--- src/rtl/expr_result_sink.sv ---
// expr_result_sink: consumes 30-bit expression-stage result words over a
// valid/ready handshake. Words are buffered in a small FIFO, then folded into a
// 32-bit rotate-XOR signature. The block reports done once the programmed
// number of words has been folded.
// Optional feature: define EXPR_SINK_LANE_CHECK_EN to enable the sticky
// lane-consistency check on popped words (lane_err).
module expr_result_sink #(
  parameter int unsigned DEPTH = 4,
  parameter int unsigned CNT_W = 16
) (
  input  logic             clk,
  input  logic             reset,
  input  logic             start,
  input  logic [CNT_W-1:0] len,
  input  logic             in_valid,
  output logic             in_ready,
  input  logic [29:0]      in_data,
  input  logic             hold,
  output logic             busy,
  output logic             done,
  output logic [31:0]      signature,
  output logic [CNT_W-1:0] word_cnt,
  output logic             lane_err
);

  localparam int unsigned AW = $clog2(DEPTH);
  localparam int unsigned OW = AW + 1;

  typedef enum logic [1:0] {StIdle, StRun, StDone} state_e;

  state_e           r_state;
  state_e           w_state_nxt;
  logic [CNT_W-1:0] r_len;
  logic [CNT_W-1:0] r_cnt;
  logic [CNT_W-1:0] r_acc;
  logic [31:0]      r_sig;
  logic [AW-1:0]    r_wptr;
  logic [AW-1:0]    r_rptr;
  logic [OW-1:0]    r_occ;
  logic [29:0]      r_mem [DEPTH];

  logic             w_start_ok;
  logic             w_full;
  logic             w_empty;
  logic             w_push;
  logic             w_pop;
  logic [29:0]      w_pop_word;
  logic [31:0]      w_sig_nxt;
  logic [CNT_W-1:0] w_cnt_inc;

  // Handshake, FIFO status and the signature fold of the head word
  always_comb begin
    w_start_ok = start && (r_state != StRun);
    w_full     = (r_occ == OW'(DEPTH));
    w_empty    = (r_occ == '0);
    // Depends only on registered state, never on in_valid.
    in_ready   = (r_state == StRun) && !w_full && (r_acc < r_len);
    w_push     = in_valid && in_ready;
    w_pop      = (r_state == StRun) && !w_empty && !hold;
    w_pop_word = r_mem[r_rptr];
    w_sig_nxt  = {r_sig[30:0], r_sig[31]} ^ {2'b00, w_pop_word};
    w_cnt_inc  = r_cnt + CNT_W'(1);
  end

  // Next-state logic
  always_comb begin
    w_state_nxt = r_state;
    unique case (r_state)
      StIdle, StDone: begin
        if (start) w_state_nxt = (len == '0) ? StDone : StRun;
      end
      StRun: begin
        // Leave RUN on the edge that folds the final word so done and the
        // final signature become visible together.
        if ((w_pop && (w_cnt_inc == r_len)) || (r_cnt == r_len)) w_state_nxt = StDone;
      end
      default: w_state_nxt = StIdle;
    endcase
  end

  // State register
  always_ff @(posedge clk or posedge reset) begin
    if (reset) r_state <= StIdle;
    else       r_state <= w_state_nxt;
  end

  // Run bookkeeping: length, counters, FIFO pointers/occupancy and signature
  always_ff @(posedge clk or posedge reset) begin
    if (reset) begin
      r_len  <= '0;
      r_cnt  <= '0;
      r_acc  <= '0;
      r_sig  <= '0;
      r_wptr <= '0;
      r_rptr <= '0;
      r_occ  <= '0;
    end else if (w_start_ok) begin
      r_len  <= len;
      r_cnt  <= '0;
      r_acc  <= '0;
      r_sig  <= '0;
      r_wptr <= '0;
      r_rptr <= '0;
      r_occ  <= '0;
    end else begin
      if (w_push) begin
        r_wptr <= r_wptr + AW'(1);
        r_acc  <= r_acc + CNT_W'(1);
      end
      if (w_pop) begin
        r_rptr <= r_rptr + AW'(1);
        r_sig  <= w_sig_nxt;
        r_cnt  <= w_cnt_inc;
      end
      if (w_push && !w_pop)      r_occ <= r_occ + OW'(1);
      else if (!w_push && w_pop) r_occ <= r_occ - OW'(1);
    end
  end

  // FIFO storage; contents are don't-care until written
  always_ff @(posedge clk) begin
    if (w_push) r_mem[r_wptr] <= in_data;
  end

`ifdef EXPR_SINK_LANE_CHECK_EN
  logic w_lane_bad;
  logic r_lane_err;

  // A word is bad if the pad bits are set or any lane differs from lane 0
  always_comb begin
    w_lane_bad = |w_pop_word[29:24];
    for (int i = 1; i < 6; i++) begin
      if (w_pop_word[i*4 +: 4] != w_pop_word[3:0]) w_lane_bad = 1'b1;
    end
  end

  // Sticky error flag, cleared by reset or an honoured start
  always_ff @(posedge clk or posedge reset) begin
    if (reset)                    r_lane_err <= 1'b0;
    else if (w_start_ok)          r_lane_err <= 1'b0;
    else if (w_pop && w_lane_bad) r_lane_err <= 1'b1;
  end

  assign lane_err = r_lane_err;
`else
  assign lane_err = 1'b0;
`endif

  assign busy      = (r_state == StRun);
  assign done      = (r_state == StDone);
  assign signature = r_sig;
  assign word_cnt  = r_cnt;

endmodule

--- config.mk ---
export PLATFORM = sky130hd
export DESIGN_NAME = expr_result_sink
export DESIGN_NICKNAME = d
export VERILOG_FILES = /design/src/rtl/expr_result_sink.sv
export SDC_FILE = /design/constraint.sdc
export NUM_CORES = 1
export LEC_CHECK = 0
export ABC_CLOCK_PERIOD_IN_PS = 3600
export CAP_MARGIN = 5
export CELL_PAD_IN_SITES_DETAIL_PLACEMENT = 0
export CELL_PAD_IN_SITES_GLOBAL_PLACEMENT = 2
export CORE_AREA = 5 5 163 165
export CTS_BUF_LIST = sky130_fd_sc_hd__clkbuf_16
export DETAILED_ROUTE_END_ITERATION = 7
export DIE_AREA = 0 0 168 170
export PLACE_DENSITY = 0.9
export SLEW_MARGIN = 30
export SYNTH_ARGS = -nofsm -noshare
export SYNTH_HDL_FRONTEND = slang
export SYNTH_SLANG_ARGS = --single-unit
--- constraint.sdc ---
create_clock -name clk -period 3.6 [get_ports clk]
set_input_delay 0.72 -clock clk [delete_from_list [all_inputs] [get_ports clk]]
set_output_delay 0.72 -clock clk [all_outputs]
set_load 0.02 [all_outputs]
==> results of run 1 <==
report_power, final:
part / switching [uW] / internal (uW)
clock network: 924 / 1230
logic: 1770 / 1590
registers: 531 / 3200
path summary, 6_finish.rpt:
check                                to  slack [ns]  depth (start not counted)
max in group asynchronous      r_len[5]        2.36                          3
min reg2reg                    r_occ[2]        0.51                          1
min                            r_occ[2]        0.51                          1
max                            r_occ[2]        0.44                         11
max reg2reg                    r_occ[2]        0.44                         11
min in group asynchronous  signature[0]        0.54                          2
cell usage in the layout, fill, tap and decap left out, types with 4 or more instances in the layout:
| cell type | instances |
|---|---|
| inv_1 | 30 |
| clkdlybuf4s50_1 | 100 |
| nand4_1 | 9 |
| clkinv_1 | 7 |
| or4_1 | 8 |
| clkbuf_16 | 23 |
| ha_1 | 21 |
| and2_1 | 8 |
| o21ai_0 | 65 |
| nor4_1 | 6 |
| mux4_2 | 30 |
| edfxtp_1 | 120 |
| nor3_1 | 5 |
| xor2_1 | 17 |
| nand3_1 | 56 |
| mux2i_1 | 6 |
| nand2_1 | 56 |
| dfrtp_1 | 87 |
| a21oi_1 | 18 |
| nor2_1 | 21 |
| a31oi_1 | 5 |
| clkinv_2 | 4 |
| a21o_1 | 4 |
| and3_1 | 6 |
| buf_4 | 14 |
| xnor2_1 | 45 |
| o31ai_1 | 11 |
layer usage:
metal	vias up	share of wire
li1	2932	-
met5	-	0
met1	3041	0.45
met4	0	0.016
met2	167	0.46
met3	26	0.076
sequential cells by signal, summed over array words and instances, names as in the netlist, 3 cells and up:
register / cells
r_acc: 16
r_len: 16
r_mem: 120
r_occ: 3
signature: 32
word_cnt: 16
cell type report:
type                    count  area, um^2  area share
flip-flops and latches    209        5830       0.501
multi-input cells         452        3450       0.296
repair buffers            117        1160      0.0995
clock buffers              23         576      0.0494
well taps                 330         413      0.0355
clock inverters            19         119      0.0102
inverters                  25        96.3     0.00828
timing repair:
action,in CTS,in global routing
buffers inserted,0,1
setup endpoints to repair,1,1
resized for setup,1,2
pin swaps,0,1
hold buffers,0,0
through the flow:
step           power [uW]  setup slack [ns]  hold WS, ns  area [um^2]
6_report             9260             0.439        0.505        11600
4_1_cts              9380           0.00676        0.510        11600
3_3_place_gp         7110             0.521        0.495        10900
5_1_grt              9880             0.255        0.552        11600
3_5_place_dp         7160             0.443        0.502        10900
2_1_floorplan        5980             0.548        0.464         9520
cells by family after synthesis:
logic type	count (synthesis)
adder cells (fa/ha/maj)	22
AND/OR/NAND/NOR	199
buffers and inverters	65
flip-flops	209
multiplexers	36
XOR/XNOR	62
other	1
AO/OA/AOI/OAI	132
==> impl_metrics.ini, run 1 <==
[run_status]
outcome = complete, no violations

[synth]
syn_area_per_cell_um2 = 13.1
synth_top_family_by_area = simple AND/OR/NAND/NOR gates
synth_compound_area_frac = 0.0865
synth_commonest_cells = 120 x edfxtp_1, 89 x dfrtp_1, 65 x o21ai_0
synthArstFlopShare = 0.426
yosysWarnings = 0
synth-xor-area-share = 0.0570
yosysSeqAreaShare = 0.612
synthCells = 726
ys_top_cells_by_area = edfxtp_1 38%, dfrtp_1 23%, mux4_2 7.1%
synth_top_area_frac = 0.378
synth-edff-count = 120
yosys.area_share.simple = 0.108
ys_types = 64
netlist.top_cell.by_area = edfxtp_1
yosysMostFrequentCell = edfxtp_1
muxShareOfSynthArea = 0.0773
synthAdderAreaFrac = 0.0297
synth_fp_nets = 799
synth.cell_area_um2 = 9520
synthFlopType = edfxtp_1
synth-seq-cells = 209

[global_route]
grt_max_degree = 72
met2_usage = 0.244
grt_overflow = 0
use_met3 = 0.0409
top_usage_layer = met2
grt_pass1_vias = 6265
gr-usage-met1 = 0.212
grt_pass1_wl_um = 35100
grt_use_total = 0.152
antenna_found_initial = 0

[clock_network]
clk_transition_reported_paths_ns = 0.06
clockRootBuffer = clkbuf_16
cts_tree = yes
htreeDepth = 1
clockBufferDepth = 3
numCtsBuffers = 23
clkSinkCount = 209
insertion_delay_ns = 0.52

[sta]
fmax_ghz = 0.316
rsz0062_at_grt = no
hold_viol_final = 0
final.period_utilization = 0.878
slew_headroom = 0.512
worst_slew_pin_slew_ns = 0.732
clock_skew_ns = 0.00869
maxSlewViolCount = 0
layout_min_cycle_time_ns = 3.16
finalSetupTns_ns = 0
setup_viol = 0

[flow_run]
cap_violations = 0

[die]
fp.dieW_um = 168
core_area_um2 = 24900
dieHeight_um = 170
die-area_um2 = 28600
rows = 58
start_util = 0.383
pin_count = 103

[detailed_routing]
first_iter_violations = 324
wire_per_inst_um = 18.4
dr.pass1.iters = 5
num_vias = 6166
viasPerCell = 5.25
ant_nets = 0
remaining_drc_errors = 0
drt_wl_total_um = 21700

[setup_path]
crit_type = register to register
crit_family = compound AO/OA/AOI/OAI gates
cp.required_ns = 4.05
crit_path_end_kind = register
slowest_delay_ns = 0.50
cp_common_cell = mux2i_1
cp_max_fo = 28
cp_cell_sequence = ha_1, nand2_1, o21ai_0, a221oi_4, buf_4, o21ai_4, nor2_1, fa_1, nand2b_1, mux2i_1, mux2i_1
worst-path-buf-inv = 1
crit_arrival_ns = 3.61
cpMaxStageDelayCell = o21ai_4
rr_startpoint = r_acc[2]
cp-start-kind = register
crit_start = r_acc[2]

[placement]
io_buffer_count = 101
gp_congestion = 0.858
placedCellCount = 1132
dp_hpwl_um = 14800

[layout]
fin_cells = 1175
antennaDiodeCount = 0
nets = 901
post-route-util = 0.468
syn2layout_area_growth_pct = 22.2
final_layout_size_suffix_gt1_frac = 0.110
fillCellCount = 2236

[power]
leakagePower_uw = 0.00428
power_per_cell_area_nw_per_um2 = 795
ir_drop_uv = 483

[worst_hold_path]
hold_path.class = register to register
min_from = r_occ[2]
No activity file was read; power rests on OpenSTA's default activity.
==> inputs of run 2 (changes only) <==
--- a/config.mk
+++ b/config.mk
@@ -5,7 +5,7 @@
 export SDC_FILE = /design/constraint.sdc
 export NUM_CORES = 1
 export LEC_CHECK = 0
-export ABC_CLOCK_PERIOD_IN_PS = 3600
+export ABC_CLOCK_PERIOD_IN_PS = 3260
 export CAP_MARGIN = 5
 export CELL_PAD_IN_SITES_DETAIL_PLACEMENT = 0
 export CELL_PAD_IN_SITES_GLOBAL_PLACEMENT = 2
==> constraint.sdc (replaced) <==
create_clock -name clk -period 3.26 [get_ports clk]
set_input_delay 0.652 -clock clk [delete_from_list [all_inputs] [get_ports clk]]
set_output_delay 0.652 -clock clk [all_outputs]
set_load 0.02 [all_outputs]
==> run 2 against run 1 <==
  * Worst hold slack better by 0.0068 ns
  * Combinational power rose by 15%
  * Sequential power increased by 8.3%
  * Register-to-register slack worse by 0.29 ns
  * Routed wire length up 1.1%
  * Cell area increased by 1.3%
  * Power increased by 14%
  * Setup slack lost 0.29 ns
  * Clock skew is 0.0068 ns higher
  * Largest power group unchanged
  * Highest routed layer unchanged
==> impl_metrics.ini, run 2 (same netlist as run 1, synthesis figures left out) <==
[worst_hold_path]
hold_path.class = register to register
min_from = r_occ[2]
holdPathStages = 1
min_to = r_occ[2]

[setup_path]
crit_arrival_ns = 3.56
crit_path_end_kind = register
cpMaxStageDelayCell = o21ai_4
reg2regPathDepth = 11
cp.required_ns = 3.70
rr_startpoint = r_acc[3]
cp_cell_sequence = ha_1, nand2_1, o21ai_0, a221oi_4, buf_4, o21ai_4, nor2_1, fa_1, nand2b_1, mux2i_1, mux2i_1
cp_max_fo = 28
crit_type = register to register
r2r_end = r_occ[2]
cp_common_cell = mux2i_1
slowest_delay_ns = 0.50
crit_family = compound AO/OA/AOI/OAI gates
worst-path-buf-inv = 1
cp-start-kind = register
reg2reg_setup_slack_ns = 0.14

[detailed_routing]
remaining_drc_errors = 0
drt_wl_total_um = 21900
wire_per_inst_um = 18.6
viasPerCell = 5.27
ant_nets = 0
num_vias = 6204
dr.pass1.iters = 5
first_iter_violations = 391

[layout]
largest_register_ffs = 120
antennaDiodeCount = 0
fillCellCount = 2205
mostFrequentLayoutCell = edfxtp_1
nets = 904
fin_area_um2 = 11800
top_register = r_mem
syn2layout_area_growth_pct = 23.8
final_cell_mix = 120 x edfxtp_1, 100 x clkdlybuf4s50_1, 87 x dfrtp_1, 65 x o21ai_0
final_layout_size_suffix_gt1_frac = 0.123

[sta]
slew_headroom = 0.551
fmax_ghz = 0.321
final.period_utilization = 0.956
rsz0062_at_grt = yes
setup_viol = 0
maxSlewViolCount = 0
hold_viol_final = 0
worst_slew_pin_slew_ns = 0.674
clock_skew_ns = 0.0155
layout_min_cycle_time_ns = 3.12

[global_route]
gr-usage-met1 = 0.211
grt_pass1_vias = 6442
use_met3 = 0.0434
grt_pass1_wl_um = 36000
top_usage_layer = met2
grt_overflow = 0
grt_use_total = 0.156
met2_usage = 0.256
antenna_found_initial = 0
grt_max_degree = 72

[power]
combPwrFrac = 0.367
ir_drop_uv = 628
power_per_cell_area_nw_per_um2 = 896
leakagePower_uw = 0.00432
clock_power_share = 0.250
power.total_uw = 10600
sw_frac_of_total = 0.347
internal_power_uw = 6900
switchingPower_uw = 3660
seqPwrFrac = 0.383

[die]
die-area_um2 = 28600
start_util = 0.383
fp.dieW_um = 168
rows = 58
pin_count = 103
core_area_um2 = 24900
dieHeight_um = 170

[flow_run]
cap_violations = 0

[placement]
gp_congestion = 0.849
io_buffer_count = 101
dp_hpwl_um = 14900
dpl_cell_area_um2 = 11000

[clock_network]
numCtsBuffers = 23
clkSinkCount = 209
cts_tree = yes
clk_transition_reported_paths_ns = 0.06
clockRootBuffer = clkbuf_16
clockBufferDepth = 3
insertion_delay_ns = 0.52
htreeDepth = 1
ctsHoldBuffers = 0

[run_status]
outcome = complete, no violations
==> run 2: per-layer routing <==
metal / wire length (um) / part of all wire
met2: 10200 / 0.47
met1: 9680 / 0.44
met4: 361 / 0.016
met3: 1660 / 0.076
met5: 0 / 0
==> run 2: how the worst max path moves through the flow <==
stage                        start           to  slack (ns)  cells past startpoint
after floorplan           r_len[5]  r_mem[0][0]        0.21                      9
after global placement    r_acc[3]     r_occ[2]        0.16                     10
after detailed placement  r_acc[3]     r_occ[2]         0.1                     10
after CTS                 r_len[7]     in_ready       0.003                      6
after global routing      r_acc[3]     r_occ[2]       -0.02                     11
final                     r_acc[3]     r_occ[2]        0.14                     11
==> run 2: power groups by stage <==
stage                     logic (uW)  clock network (uW)  registers [uW]
after floorplan                 2400                   0            4200
after global placement          3840                   0            4080
after detailed placement        3910                   0            4090
after CTS                       3940                2690            4050
after global routing            4300                2810            4130
final                           3880                2640            4040
==> run 2: area by class of cell <==
class | count | area (um^2) | area share
Timing Repair Buffer | 120 | 1220 | 0.104
Inverter | 25 | 96.3 | 0.00817
Multi-Input combinational cell | 452 | 3450 | 0.292
Sequential cell | 209 | 5830 | 0.495
Clock inverter | 19 | 203 | 0.0172
Clock buffer | 23 | 576 | 0.0488
Tap cell | 330 | 413 | 0.0350
==> run 2: timing repair <==
item,in CTS,in global routing
buffers inserted,0,2
endpoints found under the setup margin,1,1
cloned,0,0
pin swaps,0,1
gates resized for setup,4,2
==> run 2: through the flow <==
step | setup WS [ns] | setup TNS, ns | hold slack [ns] | instances | utilization
after CTS | 0.00277 | 0 | 0.513 | 1176 | 0.473
after detailed placement | 0.0980 | 0 | 0.505 | 1134 | 0.441
after global placement | 0.159 | 0 | 0.494 | 1134 | 0.441
after global routing | -0.0171 | -0.0171 | 0.539 | 1178 | 0.474
after floorplan | 0.208 | 0 | 0.464 | 726 | -
final | 0.145 | 0 | 0.512 | 1178 | 0.474
==> inputs of run 3 (changes only) <==
--- a/config.mk
+++ b/config.mk
@@ -9,11 +9,11 @@
 export CAP_MARGIN = 5
 export CELL_PAD_IN_SITES_DETAIL_PLACEMENT = 0
 export CELL_PAD_IN_SITES_GLOBAL_PLACEMENT = 2
-export CORE_AREA = 5 5 163 165
-export CTS_BUF_LIST = sky130_fd_sc_hd__clkbuf_16
+export CORE_AREA = 5 5 159 161
+export CTS_BUF_LIST = sky130_fd_sc_hd__clkbuf_4
 export DETAILED_ROUTE_END_ITERATION = 7
-export DIE_AREA = 0 0 168 170
-export PLACE_DENSITY = 0.9
+export DIE_AREA = 0 0 164 166
+export PLACE_DENSITY = 0.94
 export SLEW_MARGIN = 30
 export SYNTH_ARGS = -nofsm -noshare
 export SYNTH_HDL_FRONTEND = slang
==> run 3 against run 2 <==
  * Setup slack improved by 0.037 ns
  * Critical path depth fell by 4
  * Critical endpoint is now in_ready
  * Critical path type is now register to output port
  * Clock power shrank 15%
==> impl_metrics.ini, run 3 (same netlist as run 1, synthesis figures left out) <==
[layout]
top_register = r_mem
nets = 940
fin_cells = 1236
final_layout_size_suffix_gt1_frac = 0.182
fillCellCount = 2161
final_cell_mix = 120 x edfxtp_1, 100 x clkdlybuf4s50_1, 85 x clkbuf_4, 85 x dfrtp_1, 63 x o21ai_0
syn2layout_area_growth_pct = 23.5
largest_register_ffs = 120
fin_area_um2 = 11800
mostFrequentLayoutCell = edfxtp_1

[detailed_routing]
ant_nets = 0
num_vias = 6487
first_iter_violations = 329
dr.pass1.iters = 4
viasPerCell = 5.25
drt_wl_total_um = 22000
wire_per_inst_um = 17.8
remaining_drc_errors = 0

[clock_network]
cts_tree = yes
htreeDepth = 2
clockBufferDepth = 3
clockRootBuffer = clkbuf_4
clkSinkCount = 209
clk_transition_reported_paths_ns = 0.07
insertion_delay_ns = 0.67
numCtsBuffers = 54
ctsHoldBuffers = 0

[placement]
placedCellCount = 1130
dpl_cell_area_um2 = 11000
gp_congestion = 0.855
dp_hpwl_um = 14800
io_buffer_count = 101

[global_route]
use_met3 = 0.0489
grt_pass1_wl_um = 35000
top_usage_layer = met2
grt_max_degree = 72
gr-usage-met1 = 0.218
grt_overflow = 0
grt_use_total = 0.162
met2_usage = 0.256
antenna_found_initial = 2
grt_pass1_vias = 6513

[worst_hold_path]
hold_path.class = input port to asynchronous set/reset pin

[setup_path]
cp_max_fo = 2
cp.required_ns = 2.61
worst-path-buf-inv = 2
cp_cell_sequence = inv_1, ha_1, a21o_1, a21o_1, a221oi_4, o211a_1, buf_2
crit_type = register to output port
cp_common_cell = a21o_1
slowest_delay_ns = 0.41
cp-start-kind = register
crit_family = compound AO/OA/AOI/OAI gates
cpMaxStageDelayCell = dfrtp_2
crit_path_end_kind = output port
crit_arrival_ns = 2.43

[flow_run]
cap_violations = 0

[power]
leakagePower_uw = 0.00438
ir_drop_uv = 486
power.total_uw = 10200
power_per_cell_area_nw_per_um2 = 870

[sta]
maxSlewViolCount = 0
hold_viol_final = 0
finalSetupTns_ns = 0
slew_headroom = 0.556
clock_skew_ns = 0.0450
setup_viol = 0
worst_slew_pin_slew_ns = 0.666
final.period_utilization = 0.944
layout_min_cycle_time_ns = 3.08
rsz0062_at_grt = no
fmax_ghz = 0.325

[die]
die-area_um2 = 27200
pin_count = 103
rows = 57
fp.dieW_um = 164
start_util = 0.400
core_area_um2 = 23800
dieHeight_um = 166

[run_status]
outcome = complete, no violations
-- run 3: cell type report --
cell class,instances,area [um^2],share of cell area
Tap cell,324,405,0.0345
Timing Repair Buffer,125,1250,0.106
Inverter,25,96.3,0.00819
Multi-Input combinational cell,452,3460,0.295
Sequential cell,209,5840,0.496
Antenna cell,1,2.50,0.000213
Clock buffer,85,638,0.0543
Clock inverter,15,68.8,0.00585
-- run 3: path summary, 6_finish.rpt --
check                          from       endpoint  slack [ns]  cells past startpoint
max in group asynchronous     reset     r_state[0]        2.26                      3
max reg2reg                r_acc[3]       r_occ[2]        0.34                     12
min in group clk           r_occ[2]       r_occ[2]        0.50                      1
max                        r_len[5]       in_ready        0.18                      7
min reg2reg                r_occ[2]       r_occ[2]        0.50                      1
min                           reset  signature[25]        0.31                      2
-- run 3: routing by layer --
metal | routed length, um | up-vias
met5 | 13 | -
met4 | 439 | 2
met3 | 1680 | 45
met2 | 10300 | 201
met1 | 9540 | 3195
li1 | - | 3044
-- run 3: timing repair --
action | in CTS | in global routing
endpoints found under the setup margin | 1 | 1
gates cloned | 0 | 0
resized for setup | 6 | 7
buffers inserted | 2 | 3
pin swaps | 1 | 3
-- run 3: worst register-to-register path, cell delays in order, from the launching register on --
cell,delay [ns]
dfrtp_2,0.45
ha_1,0.30
nand2_1,0.05
o21ai_1,0.24
a221oi_4,0.13
buf_4,0.15
buf_4,0.13
o21ai_2,0.36
nor2_1,0.11
fa_1,0.38
nand2b_1,0.15
mux2i_1,0.19
mux2i_1,0.19
-- run 3: report_power, final --
part	switching, uW	total, uW	leakage [uW]	internal, uW
clock network	1050	2240	0.000425	1190
logic	2060	3920	0.00173	1860
registers	539	4070	0.00223	3530
-- run 3: through the flow --
step	utilization	hold WS (ns)	setup WS, ns
2_1_floorplan	-	0.464	0.208
3_3_place_gp	0.461	0.491	0.323
3_5_place_dp	0.461	0.503	0.300
4_1_cts	0.491	0.284	0.00559
5_1_grt	0.494	0.313	0.0657
6_report	0.494	0.308	0.182
